File: config.mk
export PLATFORM = sky130hd
export DESIGN_NAME = sync_fifo_param
export DESIGN_NICKNAME = d
export VERILOG_FILES = /design/src/rtl/sync_fifo_param.sv
export SDC_FILE = /design/constraint.sdc
export NUM_CORES = 1
export LEC_CHECK = 0
export BUFFER_PORTS_ARGS = -buffer_cell sky130_fd_sc_hd__buf_2
export CORE_AREA = 2 2 121 123
export CTS_BUF_LIST = sky130_fd_sc_hd__clkbuf_4
export CTS_CLUSTER_DIAMETER = 80
export DETAILED_ROUTE_END_ITERATION = 7
export DIE_AREA = 0 0 123 125
export PLACE_DENSITY = 0.65
export SYNTH_ARGS = -nofsm -noshare
export SYNTH_HDL_FRONTEND = slang
export SYNTH_SLANG_ARGS = --single-unit
File: constraint.sdc
create_clock -name clk -period 3.1 [get_ports clk]
set_input_delay 0.31 -clock clk [delete_from_list [all_inputs] [get_ports clk]]
set_output_delay 0.31 -clock clk [all_outputs]
set_load 0.02 [all_outputs]
File: src/rtl/sync_fifo_param.sv
// Single-clock parametrised FIFO with occupancy count, almost thresholds and registered read data.
// Optional sticky overflow/underflow flags are built when SYNC_FIFO_ERR_FLAGS_EN is defined.
module sync_fifo_param #(
    parameter int DATA_W    = 8,
    parameter int DEPTH     = 16,
    parameter int ADDR_W    = $clog2(DEPTH),
    parameter int AF_THRESH = DEPTH - 2,
    parameter int AE_THRESH = 2
) (
    input  logic              clk,
    input  logic              rst_n,
    input  logic              wen,
    input  logic [DATA_W-1:0] datain,
    input  logic              ren,
    output logic [DATA_W-1:0] dataout,
    output logic              rd_valid,
    output logic              full,
    output logic              empty,
    output logic              almost_full,
    output logic              almost_empty,
    output logic [ADDR_W:0]   count,
    output logic              overflow,
    output logic              underflow,
    input  logic              err_clr
);

    localparam logic [ADDR_W:0] PTR_ONE = (ADDR_W+1)'(1);
    localparam logic [ADDR_W:0] AF_T    = (ADDR_W+1)'(AF_THRESH);
    localparam logic [ADDR_W:0] AE_T    = (ADDR_W+1)'(AE_THRESH);

    logic [DATA_W-1:0] mem_q [DEPTH];
    logic [ADDR_W:0]   wptr_q, wptr_d;
    logic [ADDR_W:0]   rptr_q, rptr_d;
    logic [ADDR_W:0]   count_q, count_d;
    logic [DATA_W-1:0] dataout_q, dataout_d;
    logic              rd_valid_q, rd_valid_d;
    logic              full_s, empty_s;
    logic              we_ok_s, re_ok_s;

    // Pointers carry one extra wrap bit so full and empty are distinguishable.
    assign full_s  = (wptr_q[ADDR_W] != rptr_q[ADDR_W]) &&
                     (wptr_q[ADDR_W-1:0] == rptr_q[ADDR_W-1:0]);
    assign empty_s = (wptr_q == rptr_q);
    assign we_ok_s = wen & ~full_s;
    assign re_ok_s = ren & ~empty_s;

    always_comb begin
        wptr_d     = wptr_q;
        rptr_d     = rptr_q;
        count_d    = count_q;
        dataout_d  = dataout_q;
        rd_valid_d = re_ok_s;
        if (we_ok_s) begin
            wptr_d = wptr_q + PTR_ONE;
        end else begin
            wptr_d = wptr_q;
        end
        if (re_ok_s) begin
            rptr_d    = rptr_q + PTR_ONE;
            dataout_d = mem_q[rptr_q[ADDR_W-1:0]];
        end else begin
            rptr_d    = rptr_q;
            dataout_d = dataout_q;
        end
        case ({we_ok_s, re_ok_s})
            2'b10:   count_d = count_q + PTR_ONE;
            2'b01:   count_d = count_q - PTR_ONE;
            default: count_d = count_q;
        endcase
    end

    always_ff @(posedge clk or negedge rst_n) begin
        if (!rst_n) begin
            wptr_q     <= '0;
            rptr_q     <= '0;
            count_q    <= '0;
            dataout_q  <= '0;
            rd_valid_q <= 1'b0;
        end else begin
            wptr_q     <= wptr_d;
            rptr_q     <= rptr_d;
            count_q    <= count_d;
            dataout_q  <= dataout_d;
            rd_valid_q <= rd_valid_d;
        end
    end

    // Storage array is deliberately left unreset.
    always_ff @(posedge clk) begin
        if (we_ok_s) begin
            mem_q[wptr_q[ADDR_W-1:0]] <= datain;
        end
    end

`ifdef SYNC_FIFO_ERR_FLAGS_EN
    logic overflow_q, overflow_d;
    logic underflow_q, underflow_d;

    // A new error in the same cycle as err_clr keeps the flag set.
    always_comb begin
        overflow_d  = (overflow_q  & ~err_clr) | (wen & full_s);
        underflow_d = (underflow_q & ~err_clr) | (ren & empty_s);
    end

    always_ff @(posedge clk or negedge rst_n) begin
        if (!rst_n) begin
            overflow_q  <= 1'b0;
            underflow_q <= 1'b0;
        end else begin
            overflow_q  <= overflow_d;
            underflow_q <= underflow_d;
        end
    end

    assign overflow  = overflow_q;
    assign underflow = underflow_q;
`else
    logic unused_err_clr_s;
    assign unused_err_clr_s = err_clr;
    assign overflow  = 1'b0;
    assign underflow = 1'b0;
`endif

    assign dataout      = dataout_q;
    assign rd_valid     = rd_valid_q;
    assign full         = full_s;
    assign empty        = empty_s;
    assign count        = count_q;
    assign almost_full  = (count_q >= AF_T);
    assign almost_empty = (count_q <= AE_T);

endmodule

==> flow_metrics.py <==
metrics = {
    "run_status": {
        "result_of_the_run": "complete, no violations",
    },
    "pwr": {
        "static_leakage_nw": 2.42,
        "power_density_normalized_to_cell_area_nw_per_um2": 918,
        "internal_power_mw": 4.26,
        "p_sw_frac": 0.335,
        "combPwrFrac": 0.355,
        "p_switching_mw": 2.14,
        "power_frac_seq": 0.425,
        "power.clock.fraction": 0.220,
        "vdd_drop_max_mv": 0.511,
    },
    "global_route": {
        "gr-total-overflow": 0,
        "maximum_number_of_pins_on_one_net_before_global_route_repair": 52,
        "grt_pass1_wl_um": 18400,
        "antenna_violations_before_repair": 1,
        "vias_in_the_first_global_route": 3233,
        "gr-usage-all-layers": 0.167,
    },
    "synthesis": {
        "synth_cells": 355,
        "synth_compound_area_frac": 0.0454,
        "proportion_of_synthesized_chip_area_in_sequential_cells": 0.713,
        "synth_top_cell_by_area": "sky130_fd_sc_hd__edfxtp_1",
        "synth_edf_count": 128,
        "synthMuxAreaShare": 0.118,
        "asyncSetResetFlopFracSynth": 0.158,
        "cell_types_occupying_the_most_area_after_synthesis": "sky130_fd_sc_hd__edfxtp_1 62%, sky130_fd_sc_hd__dfrtp_1 9.6%, sky130_fd_sc_hd__mux4_2 8.7%",
        "ys_dominant_reg_cell": "sky130_fd_sc_hd__edfxtp_1",
        "main_combinational_cell_family_by_area_after_synthesis": "multiplexers",
        "synth_cell_type_count": 34,
        "synth_area_per_cell_um2": 17.6,
        "post_synthesis_share_of_cell_area_spent_on_and_or_nand_and_nor_gates": 0.0474,
        "ys_seq_elements": 152,
        "post_synth_fa_ha_maj_area_fraction": 0.0213,
        "post-synth-top-count-cell": "sky130_fd_sc_hd__edfxtp_1",
        "mappedNetlistArea_um2": 6230,
        "synthXorXnorAreaFrac": 0.0267,
        "netlist.area_leader.share": 0.617,
        "synth.yosys.warnings": 0,
        "synth.cells.most_frequent": "128 x sky130_fd_sc_hd__edfxtp_1, 24 x sky130_fd_sc_hd__dfrtp_1, 24 x sky130_fd_sc_hd__mux4_2",
    },
    "clock_tree": {
        "cts-root-to-sink-buffers": 2,
        "postCtsSetupBuffers": 0,
        "clk-insertion-delay-late_ns": 0.51,
        "clk_transition_reported_paths_ns": 0.13,
        "ctsHoldBuffers": 1,
        "cts_max_level": 4,
        "post_cts_resize_count": 0,
        "clock_tree_from_tritoncts": "built",
        "cts_made_buffers": 17,
        "root_buffer": "sky130_fd_sc_hd__clkbuf_4",
        "cts_num_sinks": 152,
    },
    "critical_path": {
        "worst-path-max-fanout": 6,
        "path_class": "register to register",
        "crit_chain": "xnor2_1 -> nand4_1 -> o21a_1 -> inv_2 -> ha_1 -> ha_1 -> a21o_1 -> a21oi_1 -> xor2_1 -> nor2_1 -> xor2_1",
        "crit_path_end_kind": "register",
        "cp_slowest_stage_delay_ns": 0.47,
        "critPathRequiredTime_ns": 3.51,
        "worst_setup_path_start_kind": "register",
        "worst-endpoint-arrival_ns": 3.03,
        "crit_slowest_cell": "sky130_fd_sc_hd__dfrtp_1",
    },
    "die": {
        "core_area_um2": 14200,
        "chipHeight_um": 125,
        "pin_count": 33,
        "site_rows": 44,
        "die-area_um2": 15400,
        "initial_core_util": 0.439,
        "die_x_um": 123,
    },
    "place": {
        "place_hpwl_um": 7390,
        "port_buffers": 29,
        "place.gp.congestion": 0.756,
    },
    "timing": {
        "min_period_ns": 2.63,
        "finalSetupTns_ns": 0,
        "hold_slack_ns": 0.162,
        "period_share": 0.847,
        "drv_slew": 0,
        "report.final.setup_viol": 0,
        "tightest_slew_ns": 0.896,
        "max_freq_mhz": 381,
        "finalHoldViolCount": 0,
        "skew_ns": 0.0185,
        "timing.slew.headroom": 0.400,
        "rsz0062_at_grt": "no",
    },
    "hold_path": {
        "min_path_type": "primary input to register",
    },
    "drt": {
        "detail_route.wirelength_um": 11900,
        "first_pass_iters": 5,
        "initialDrtViolationCount": 281,
        "number_of_nets_still_failing_antenna_checks_after_routing": 0,
        "total_number_of_vias": 3158,
        "post_drt_wl_per_cell_um": 19.9,
        "number_of_remaining_drc_errors": 0,
        "routed_via_density": 5.28,
    },
    "cells_and_area": {
        "num-fill-cells": 1184,
        "design.final.nets": 423,
        "synthToLayoutAreaGrowth_pct": 11.8,
        "final_layout_size_suffix_gt1_frac": 0.283,
    },
    "flow_run": {
        "cap_viol_max_count": 0,
    },
}
## worst paths after layout
kind,from,end,slack (ns),depth (start not counted)
worst max-delay path,wptr_q[0]$_DFFE_PN0P_,count[4]$_DFFE_PN0P_,0.47,11
worst min-delay path,datain[2],mem_q[7][2]$_DFFE_PP_,0.16,1
worst max register to register,wptr_q[0]$_DFFE_PN0P_,count[4]$_DFFE_PN0P_,0.47,11
worst min register to register,count[4]$_DFFE_PN0P_,count[4]$_DFFE_PN0P_,0.53,1
max in group asynchronous,rst_n,rptr_q[1]$_DFFE_PN0P_,2.39,2
min in group asynchronous,rst_n,count[0]$_DFFE_PN0P_,0.30,2
## power by group through the flow
stage	clock network, mW	registers (mW)	logic (mW)
detailed placement	0	2.78	2.29
finish	1.41	2.72	2.27
global placement	0	2.75	2.26
global route	1.53	2.76	2.50
CTS	1.45	2.73	2.30
floorplan	0	2.84	1.60
## state kept, by name (all words and copies together) (netlist names)
signal,cells
rptr_q,5
rd_valid,1
wptr_q,5
mem_q,128
dataout,8
count,5
## through the flow
stage	power, mW	setup slack [ns]	cell area [µm²]	instances	util
6_report	6.40	0.473	6970	598	0.491
5_1_grt	6.79	0.224	6970	598	0.491
4_1_cts	6.48	0.459	6970	597	0.490
3_5_place_dp	5.07	0.478	6610	564	0.465
3_3_place_gp	5.01	0.520	6610	564	0.465
2_1_floorplan	4.44	0.361	6240	356	-
## cell usage in the layout (no fill, tap or decap), types with 4 or more instances in the layout
cell type and count:
sky130_fd_sc_hd__bufinv_16 5, sky130_fd_sc_hd__mux2i_1 8, sky130_fd_sc_hd__nor3_1 4, sky130_fd_sc_hd__a2111oi_0 9
sky130_fd_sc_hd__xor2_1 5, sky130_fd_sc_hd__buf_4 18, sky130_fd_sc_hd__nor2b_1 16, sky130_fd_sc_hd__ha_1 9
sky130_fd_sc_hd__inv_1 7, sky130_fd_sc_hd__edfxtp_1 128, sky130_fd_sc_hd__buf_2 29, sky130_fd_sc_hd__a211oi_1 8
sky130_fd_sc_hd__clkbuf_4 19, sky130_fd_sc_hd__mux4_2 24, sky130_fd_sc_hd__mux2_2 10, sky130_fd_sc_hd__a21oi_1 18
sky130_fd_sc_hd__nand4_1 5, sky130_fd_sc_hd__nand2_1 6, sky130_fd_sc_hd__dfrtp_1 22, sky130_fd_sc_hd__xnor2_1 14
sky130_fd_sc_hd__and3_1 4, sky130_fd_sc_hd__nor2_1 16
## kinds of logic (layout without fill, tap and decap cells)
logic type | Yosys count | count (layout)
flops | 152 | 152
other cells | 1 | 3
buf+inv | 31 | 88
simple gates | 57 | 57
compound gates | 43 | 43
fa+ha+maj | 10 | 10
xor+xnor | 19 | 19
mux | 42 | 42
## critical path, delay by kind of cell (launching register included)
kind | cells | cell delay [ns]
flip-flops | 1 | 0.47
buffers and inverters | 1 | 0.12
AO/OA/AOI/OAI | 3 | 0.60
AND/OR/NAND/NOR | 2 | 0.25
adder cells (fa/ha/maj) | 2 | 0.61
XOR/XNOR | 3 | 0.47
## final cells by class
cell class	count	area, µm²	area share
Clock buffer	19	143	0.0205
Inverter	8	30.0	0.00431
Clock inverter	13	203	0.0291
Sequential cell	152	4450	0.638
Antenna cell	1	2.50	0.000359
Timing Repair Buffer	48	290	0.0417
Multi-Input combinational cell	173	1620	0.233
Tap cell	184	230	0.0330
## per-layer routing
layer | part of all wire | routed length [µm] | global-route usage
met3 | 0.053 | 633 | 0.0342
met2 | 0.50 | 5960 | 0.263
met1 | 0.43 | 5150 | 0.230
met5 | 0 | 0 | 0
met4 | 0.012 | 137 | 0.0608
Note: power is estimated with default switching activity, not from simulation.
